==> config.mk <==
export PLATFORM = sky130hd
export DESIGN_NAME = axis_diag_serializer_flat
export DESIGN_NICKNAME = d
export VERILOG_FILES = /design/src/rtl/axis_diag_serializer_if.sv /design/src/rtl/axis_diag_serializer.sv /design/src/flat_wrapper.sv
export SDC_FILE = /design/constraint.sdc
export NUM_CORES = 2
export LEC_CHECK = 0
export BUFFER_PORTS_ARGS = -buffer_cell sky130_fd_sc_hd__buf_2
export CAP_MARGIN = 20
export CORE_MARGIN = 10
export CORE_UTILIZATION = 55
export CTS_CLUSTER_SIZE = 28
export DETAILED_ROUTE_END_ITERATION = 6
export GPL_ROUTABILITY_DRIVEN = 0
export PLACE_DENSITY = 0.73
export SLEW_MARGIN = 5
export SYNTH_ARGS = -nofsm -noshare
export SYNTH_HDL_FRONTEND = slang
export SYNTH_SLANG_ARGS = --single-unit
==> constraint.sdc <==
create_clock -name i_clock -period 15.8 [get_ports i_clock]
set_clock_uncertainty 0.05 [all_clocks]
set_input_delay 0.79 -clock i_clock [delete_from_list [all_inputs] [get_ports i_clock]]
set_output_delay 0.79 -clock i_clock [all_outputs]
set_load 0.05 [all_outputs]
==> src/rtl/axis_diag_serializer_if.sv <==
// AXI-Stream channel carrying the serialized diagonal beats (M00_AXIS).
// master drives payload and tvalid, slave drives tready.
interface axis_diag_serializer_if #(
   parameter int TDATA_W = 32
) ();
   logic                   tvalid;
   logic [TDATA_W-1:0]     tdata;
   logic [TDATA_W/8-1:0]   tstrb;
   logic                   tlast;
   logic                   tready;

   modport master (output tvalid, output tdata, output tstrb, output tlast, input tready);
   modport slave  (input tvalid, input tdata, input tstrb, input tlast, output tready);
endinterface

==> src/rtl/axis_diag_serializer.sv <==
// Buffers diagonal result vectors from the systolic core in a small FIFO and
// streams each one out as ceil(N/LANES) multi-lane AXIS beats, tlast on matrix end.
module axis_diag_serializer #(
   parameter int SIZE   = 32,
   parameter int O_BITS = 16,
   parameter int LANES  = 2,
   parameter int DEPTH  = 4
) (
   input  logic                        i_clock,
   input  logic                        i_reset,
   input  logic                        i_valid,
   input  logic                        i_last,
   input  logic [SIZE*O_BITS-1:0]      i_diag,
   input  logic [2:0]                  rf_matrix_size,
   output logic                        o_ready,
   output logic [$clog2(DEPTH+1)-1:0]  o_level,
   output logic                        o_overflow,
   output logic [0:0]                  o_state,
   axis_diag_serializer_if.master      m00_axis
);

   localparam int C_M00_AXIS_TDATA_WIDTH = LANES * O_BITS;
   localparam int LANE_BYTES = O_BITS / 8;
   localparam int AW         = (DEPTH > 1) ? $clog2(DEPTH) : 1;
   localparam int LW         = $clog2(DEPTH + 1);
   localparam int NW         = $clog2(SIZE + 1);
   localparam int LOG_SIZE   = $clog2(SIZE);
   localparam int BEATS_MAX  = SIZE / LANES;
   localparam int BW         = (BEATS_MAX > 1) ? $clog2(BEATS_MAX) : 1;

   localparam logic [0:0] ST_IDLE = 1'b0;
   localparam logic [0:0] ST_SEND = 1'b1;

   logic [SIZE*O_BITS-1:0] mem_diag [DEPTH];
   logic                   mem_last [DEPTH];
   logic [NW-1:0]          mem_n    [DEPTH];

   logic [AW-1:0]  wr_ptr_q, rd_ptr_q;
   logic [LW-1:0]  level_q, level_next;
   logic [0:0]     state_q;
   logic [BW-1:0]  beat_q;
   logic           overflow_q;

   logic [NW-1:0]          n_push;
   logic [SIZE*O_BITS-1:0] head_diag;
   logic                   head_last;
   logic [NW-1:0]          head_n, head_beats;
   logic                   push, hs, last_beat, pop;
   logic [31:0]            lane_idx;

   // Handshake: a beat transfers on any edge where tvalid && tready; tvalid only
   // falls after the final beat's transfer, and payload is a pure function of
   // head slot and beat counter, so it cannot move while stalled.
   assign m00_axis.tvalid = (state_q == ST_SEND);
   assign hs              = m00_axis.tvalid && m00_axis.tready;

   assign o_ready    = (level_q != LW'(DEPTH));
   assign o_level    = level_q;
   assign o_overflow = overflow_q;
   assign o_state    = state_q;
   assign push       = i_valid && o_ready;

   always_comb begin
      n_push = NW'(SIZE);
      if (int'(rf_matrix_size) < LOG_SIZE)
         n_push = NW'(1) << rf_matrix_size;
   end

   assign head_diag  = mem_diag[rd_ptr_q];
   assign head_last  = mem_last[rd_ptr_q];
   assign head_n     = mem_n[rd_ptr_q];
   assign head_beats = (head_n + NW'(LANES - 1)) / NW'(LANES);
   assign last_beat  = (NW'(beat_q) == head_beats - NW'(1));
   assign pop        = hs && last_beat;
   assign level_next = level_q + LW'(push) - LW'(pop);

   assign m00_axis.tlast = (state_q == ST_SEND) && last_beat && head_last;

   // Lanes past the active dimension N carry zero data and zero strobes.
   always_comb begin
      m00_axis.tdata = '0;
      m00_axis.tstrb = '0;
      lane_idx       = '0;
      for (int l = 0; l < LANES; l++) begin
         lane_idx = 32'(beat_q) * 32'(LANES) + 32'(l);
         if (state_q == ST_SEND && lane_idx < 32'(head_n)) begin
            m00_axis.tdata[l*O_BITS +: O_BITS]         = head_diag[lane_idx*O_BITS +: O_BITS];
            m00_axis.tstrb[l*LANE_BYTES +: LANE_BYTES] = '1;
         end
      end
   end

   always_ff @(posedge i_clock) begin
      if (push) begin
         mem_diag[wr_ptr_q] <= i_diag;
         mem_last[wr_ptr_q] <= i_last;
         mem_n[wr_ptr_q]    <= n_push;
      end
   end

   always_ff @(posedge i_clock) begin
      if (i_reset) begin
         wr_ptr_q   <= '0;
         rd_ptr_q   <= '0;
         level_q    <= '0;
         state_q    <= ST_IDLE;
         beat_q     <= '0;
         overflow_q <= 1'b0;
      end else begin
         level_q <= level_next;
         if (i_valid && !o_ready)
            overflow_q <= 1'b1;
         if (push)
            wr_ptr_q <= wr_ptr_q + AW'(1);
         if (pop)
            rd_ptr_q <= rd_ptr_q + AW'(1);

         if (pop)
            beat_q <= '0;
         else if (hs)
            beat_q <= beat_q + BW'(1);

         // A newly stored head may start the cycle after the old one's final beat.
         case (state_q)
            ST_IDLE: if (level_q != '0) state_q <= ST_SEND;
            ST_SEND: if (pop && level_next == '0) state_q <= ST_IDLE;
            default: state_q <= ST_IDLE;
         endcase
      end
   end

   if (C_M00_AXIS_TDATA_WIDTH % 8 != 0) begin : g_bad_width
      $error("tdata width must be a whole number of bytes");
   end

endmodule

==> src/flat_wrapper.sv <==
// flat-port wrapper written by rule: the top's interface ports become plain ports
module axis_diag_serializer_flat 
#(
   parameter int SIZE   = 32,
   parameter int O_BITS = 16,
   parameter int LANES  = 2,
   parameter int DEPTH  = 4
)
  (i_clock, i_reset, i_valid, i_last, i_diag, rf_matrix_size, o_ready, o_level, o_overflow, o_state, m00_axis_tvalid, m00_axis_tdata, m00_axis_tstrb, m00_axis_tlast, m00_axis_tready);
  axis_diag_serializer_if #(.TDATA_W((LANES * O_BITS))) m00_axis_i ();
  input  logic i_clock;
  input  logic i_reset;
  input  logic i_valid;
  input  logic i_last;
  input  logic [SIZE*O_BITS-1:0] i_diag;
  input  logic [2:0] rf_matrix_size;
  output logic o_ready;
  output logic [$clog2(DEPTH+1)-1:0] o_level;
  output logic o_overflow;
  output logic [0:0] o_state;
  output wire logic [$bits(m00_axis_i.tvalid)-1:0] m00_axis_tvalid;
  output wire logic [$bits(m00_axis_i.tdata)-1:0] m00_axis_tdata;
  output wire logic [$bits(m00_axis_i.tstrb)-1:0] m00_axis_tstrb;
  output wire logic [$bits(m00_axis_i.tlast)-1:0] m00_axis_tlast;
  input wire logic [$bits(m00_axis_i.tready)-1:0] m00_axis_tready;
  assign m00_axis_tvalid = m00_axis_i.tvalid;
  assign m00_axis_tdata = m00_axis_i.tdata;
  assign m00_axis_tstrb = m00_axis_i.tstrb;
  assign m00_axis_tlast = m00_axis_i.tlast;
  assign m00_axis_i.tready = m00_axis_tready;
  axis_diag_serializer #(.SIZE(SIZE), .O_BITS(O_BITS), .LANES(LANES), .DEPTH(DEPTH)) u_core (.i_clock(i_clock), .i_reset(i_reset), .i_valid(i_valid), .i_last(i_last), .i_diag(i_diag), .rf_matrix_size(rf_matrix_size), .o_ready(o_ready), .o_level(o_level), .o_overflow(o_overflow), .o_state(o_state), .m00_axis(m00_axis_i));
endmodule
==> out/qor.txt <==
Initial antenna violation count -> 146
Number of flops mapped to enable cells by yosys -> 2076
Largest area contributor in the netlist -> edfxtp_1
Top cells by count, synth -> edfxtp_1, mux4_2, clkbuf_1
Worst setup EP type -> output pin
Max FO, Critical Path -> 106
Post-CTS sizing -> 0
Status -> complete, no violations
DR pass1 iterations -> 5
Synth Net Count -> 3647
Synth Cell Area -> 79700 um^2
Syn_area_per_cell -> 25.6 um^2
PD cells -> 146 nW/um^2
Clk buf depth -> 3
CTS tree -> built
Switching Share -> 24.2%
Post-route cell area -> 91500 um^2
First-pass GRT wire length -> 273000 um
Width of the chip -> 401 um
Total track usage -> 23.4%
Sw power -> 3240 uW
Post-synth ARST share -> 0%
Synth area leaders -> edfxtp_1, mux4_2, clkbuf_1
Clock root buffer -> clkbuf_16
R2R depth -> 17
HP Class -> primary input to flop
Required @ worst endpoint -> 14.96 ns
Transition time of the tightest slew-check pin -> 1.14 ns
Hold-fix buffers, CTS -> 0
Max-capacitance violation count -> 0
I/O Pins -> 564
Routed vias/inst -> 6.28
Slowest cell on the critical path -> dfxtp_4
Maximum VDD drop -> 0.000140 V
Row cnt -> 139
Setup tns final -> 0 ns
Cell with the most instances after synthesis -> edfxtp_1
CP startpoint kind -> flop
Largest net degree at the start of global routing -> 151
Post-Place Cell Area -> 84800 um^2
DRT iter0 DRCs -> 4217
Hold WS -> 0.108 ns
Vias in the first global route -> 37800
Max Clk Rate -> 129 MHz
Worst-skew pair later-pin latency -> 0.84 ns
Setup Buffers After CTS -> 0
Min Tclk post-route -> 7.77 ns
Synth Register Bits -> 2091
Worst path max stage delay -> 0.83 ns
Routed wire length -> 188000 um
DIE HEIGHT -> 401 um
P_int -> 10100 uW
Dpl hpwl -> 119000 um
Proportion of netlist area held by the largest area contributor -> 78.2%
Routed Antenna Nets -> 0
Clock sinks -> 2091
Final hold vios -> 0
Maximum level of the CTS H-tree -> 4
Worst R2R End -> u_core.m00_axis.tvalid
Vias -> 36941
Main synth FF type -> edfxtp_1
Clk slew on worst S/H paths -> 0.06 ns
RSZ-0062 raised after global routing -> no
Utilization after layout -> 63.6%
Comb power frac -> 13.0%
Synth-to-Final Area Change -> 14.8%
Detail-routed net length per standard cell -> 32.0 um
Leak -> 0.0289 uW
DRC -> 0
Post-synth cell types -> 47
Final Max Slew Viols -> 0
Seq/Total Area, Yosys -> 78.6%
Die area -> 161000 um^2
Setup CP Type -> flop to output pin
Core area -> 144000 um^2
Clk pwr share -> 35.3%
End of the critical path -> m00_axis_tdata[2]
Max-slew headroom -> 23.9%
Finish-stage setup viols -> 0
CP cell instances -> buf_4 -> buf_12 -> buf_4 -> buf_4 -> mux4_2 -> mux4_2 -> mux4_2 -> nor2b_1 -> buf_2
Crit share post-route -> 49.2%
Total global routing overflow -> 0
WP data arrival -> 6.93 ns
Starting Density -> 55.4%
Cells after Synth -> 3112
Sequential Power Share -> 51.7%
PortBufs -> 563
Total CTS buffers -> 202
Final net count -> 4298
Ys Warns -> 0
Ratio of cells with drive above 1 in the final layout -> 40.0%
Flop-to-flop setup slack -> 10.13 ns
[final cells by class]
type	instances	area, um^2
timing repair buffer	611	3330
multi-input combinational	838	16400
clock buffer	244	5230
antenna	51	128
inverter	19	78.8
tap	1903	2380
clock inverter	124	1300
sequential	2091	62700
fill	9179	52400
[cell families after synthesis]
group	count (synthesis)	share of synthesized area [%]
flops	2091	78.6
mux	681	19.0
buf+inv	183	0.909
simple gates	85	0.642
compound gates	45	0.410
fa+ha+maj	15	0.254
xor+xnor	12	0.132
[worst max-delay path, delay by kind of cell, from the launching register on]
family	cells	cell delay, ns
flip-flops	1	0.83
AND/OR/NAND/NOR	1	0.21
multiplexers	3	1.75
buffers and inverters	5	3.02
[cells in the final DEF (no fill, tap or decap), drive strengths merged, types with 15 or more instances in the layout]
| cell type | n |
|---|---|
| dfxtp | 15 |
| clkinv | 85 |
| a211oi | 22 |
| buf | 611 |
| clkbuf | 244 |
| inv | 30 |
| mux4 | 668 |
| bufinv | 20 |
| edfxtp | 2076 |
| diode | 51 |
| nor2b | 38 |
[how the worst min path moves through the flow]
stage	startpoint	to	slack (ns)	depth (start not counted)
floorplan	u_core.rd_ptr_q[1]	flop	0.47	3
global placement	u_core.o_overflow	u_core.o_overflow	0.40	2
detailed placement	u_core.o_overflow	u_core.o_overflow	0.42	2
CTS	i_diag[507]	u_core.mem_diag[3][507]	0.03	1
global route	i_diag[507]	u_core.mem_diag[3][507]	0.06	1
finish	i_diag[507]	u_core.mem_diag[2][507]	0.11	1
[power groups by stage]
stage                     registers [uW]  clock network (uW)  logic, uW
after floorplan                     7370                   0       1070
after global placement              6990                   0       1750
after detailed placement            7020                   0       1770
after CTS                           6920                4810       1770
after global routing                6950                5040       1850
final                               6910                4720       1740
[layer usage]
layer	routed length, um	GRT usage [%]	part of all wire, %	vias up
met2	92400	36.8	49	1646
met1	76100	33.6	41	19762
met4	4440	5.95	2.4	66
met5	428	0	0.23	-
met3	14600	5.39	7.7	434
li1	-	-	-	15033
[registers in the layout, indices dropped and copies added (netlist names), named ones only]
name	flops
u_core.beat_q	4
u_core.m00_axis.tvalid	1
u_core.mem_diag	2048
u_core.mem_last	4
u_core.mem_n	24
u_core.o_level	3
u_core.o_overflow	1
u_core.rd_ptr_q	2
u_core.wr_ptr_q	2
[per-stage QoR]
stage	total power [uW]	setup WS, ns	instances
floorplan	8440	1.60	3112
global placement	8740	8.71	5462
detailed placement	8790	8.68	5462
CTS	13500	7.76	5830
global route	13800	7.41	5846
finish	13400	8.03	5881
Power figures use the tool's default switching activity.
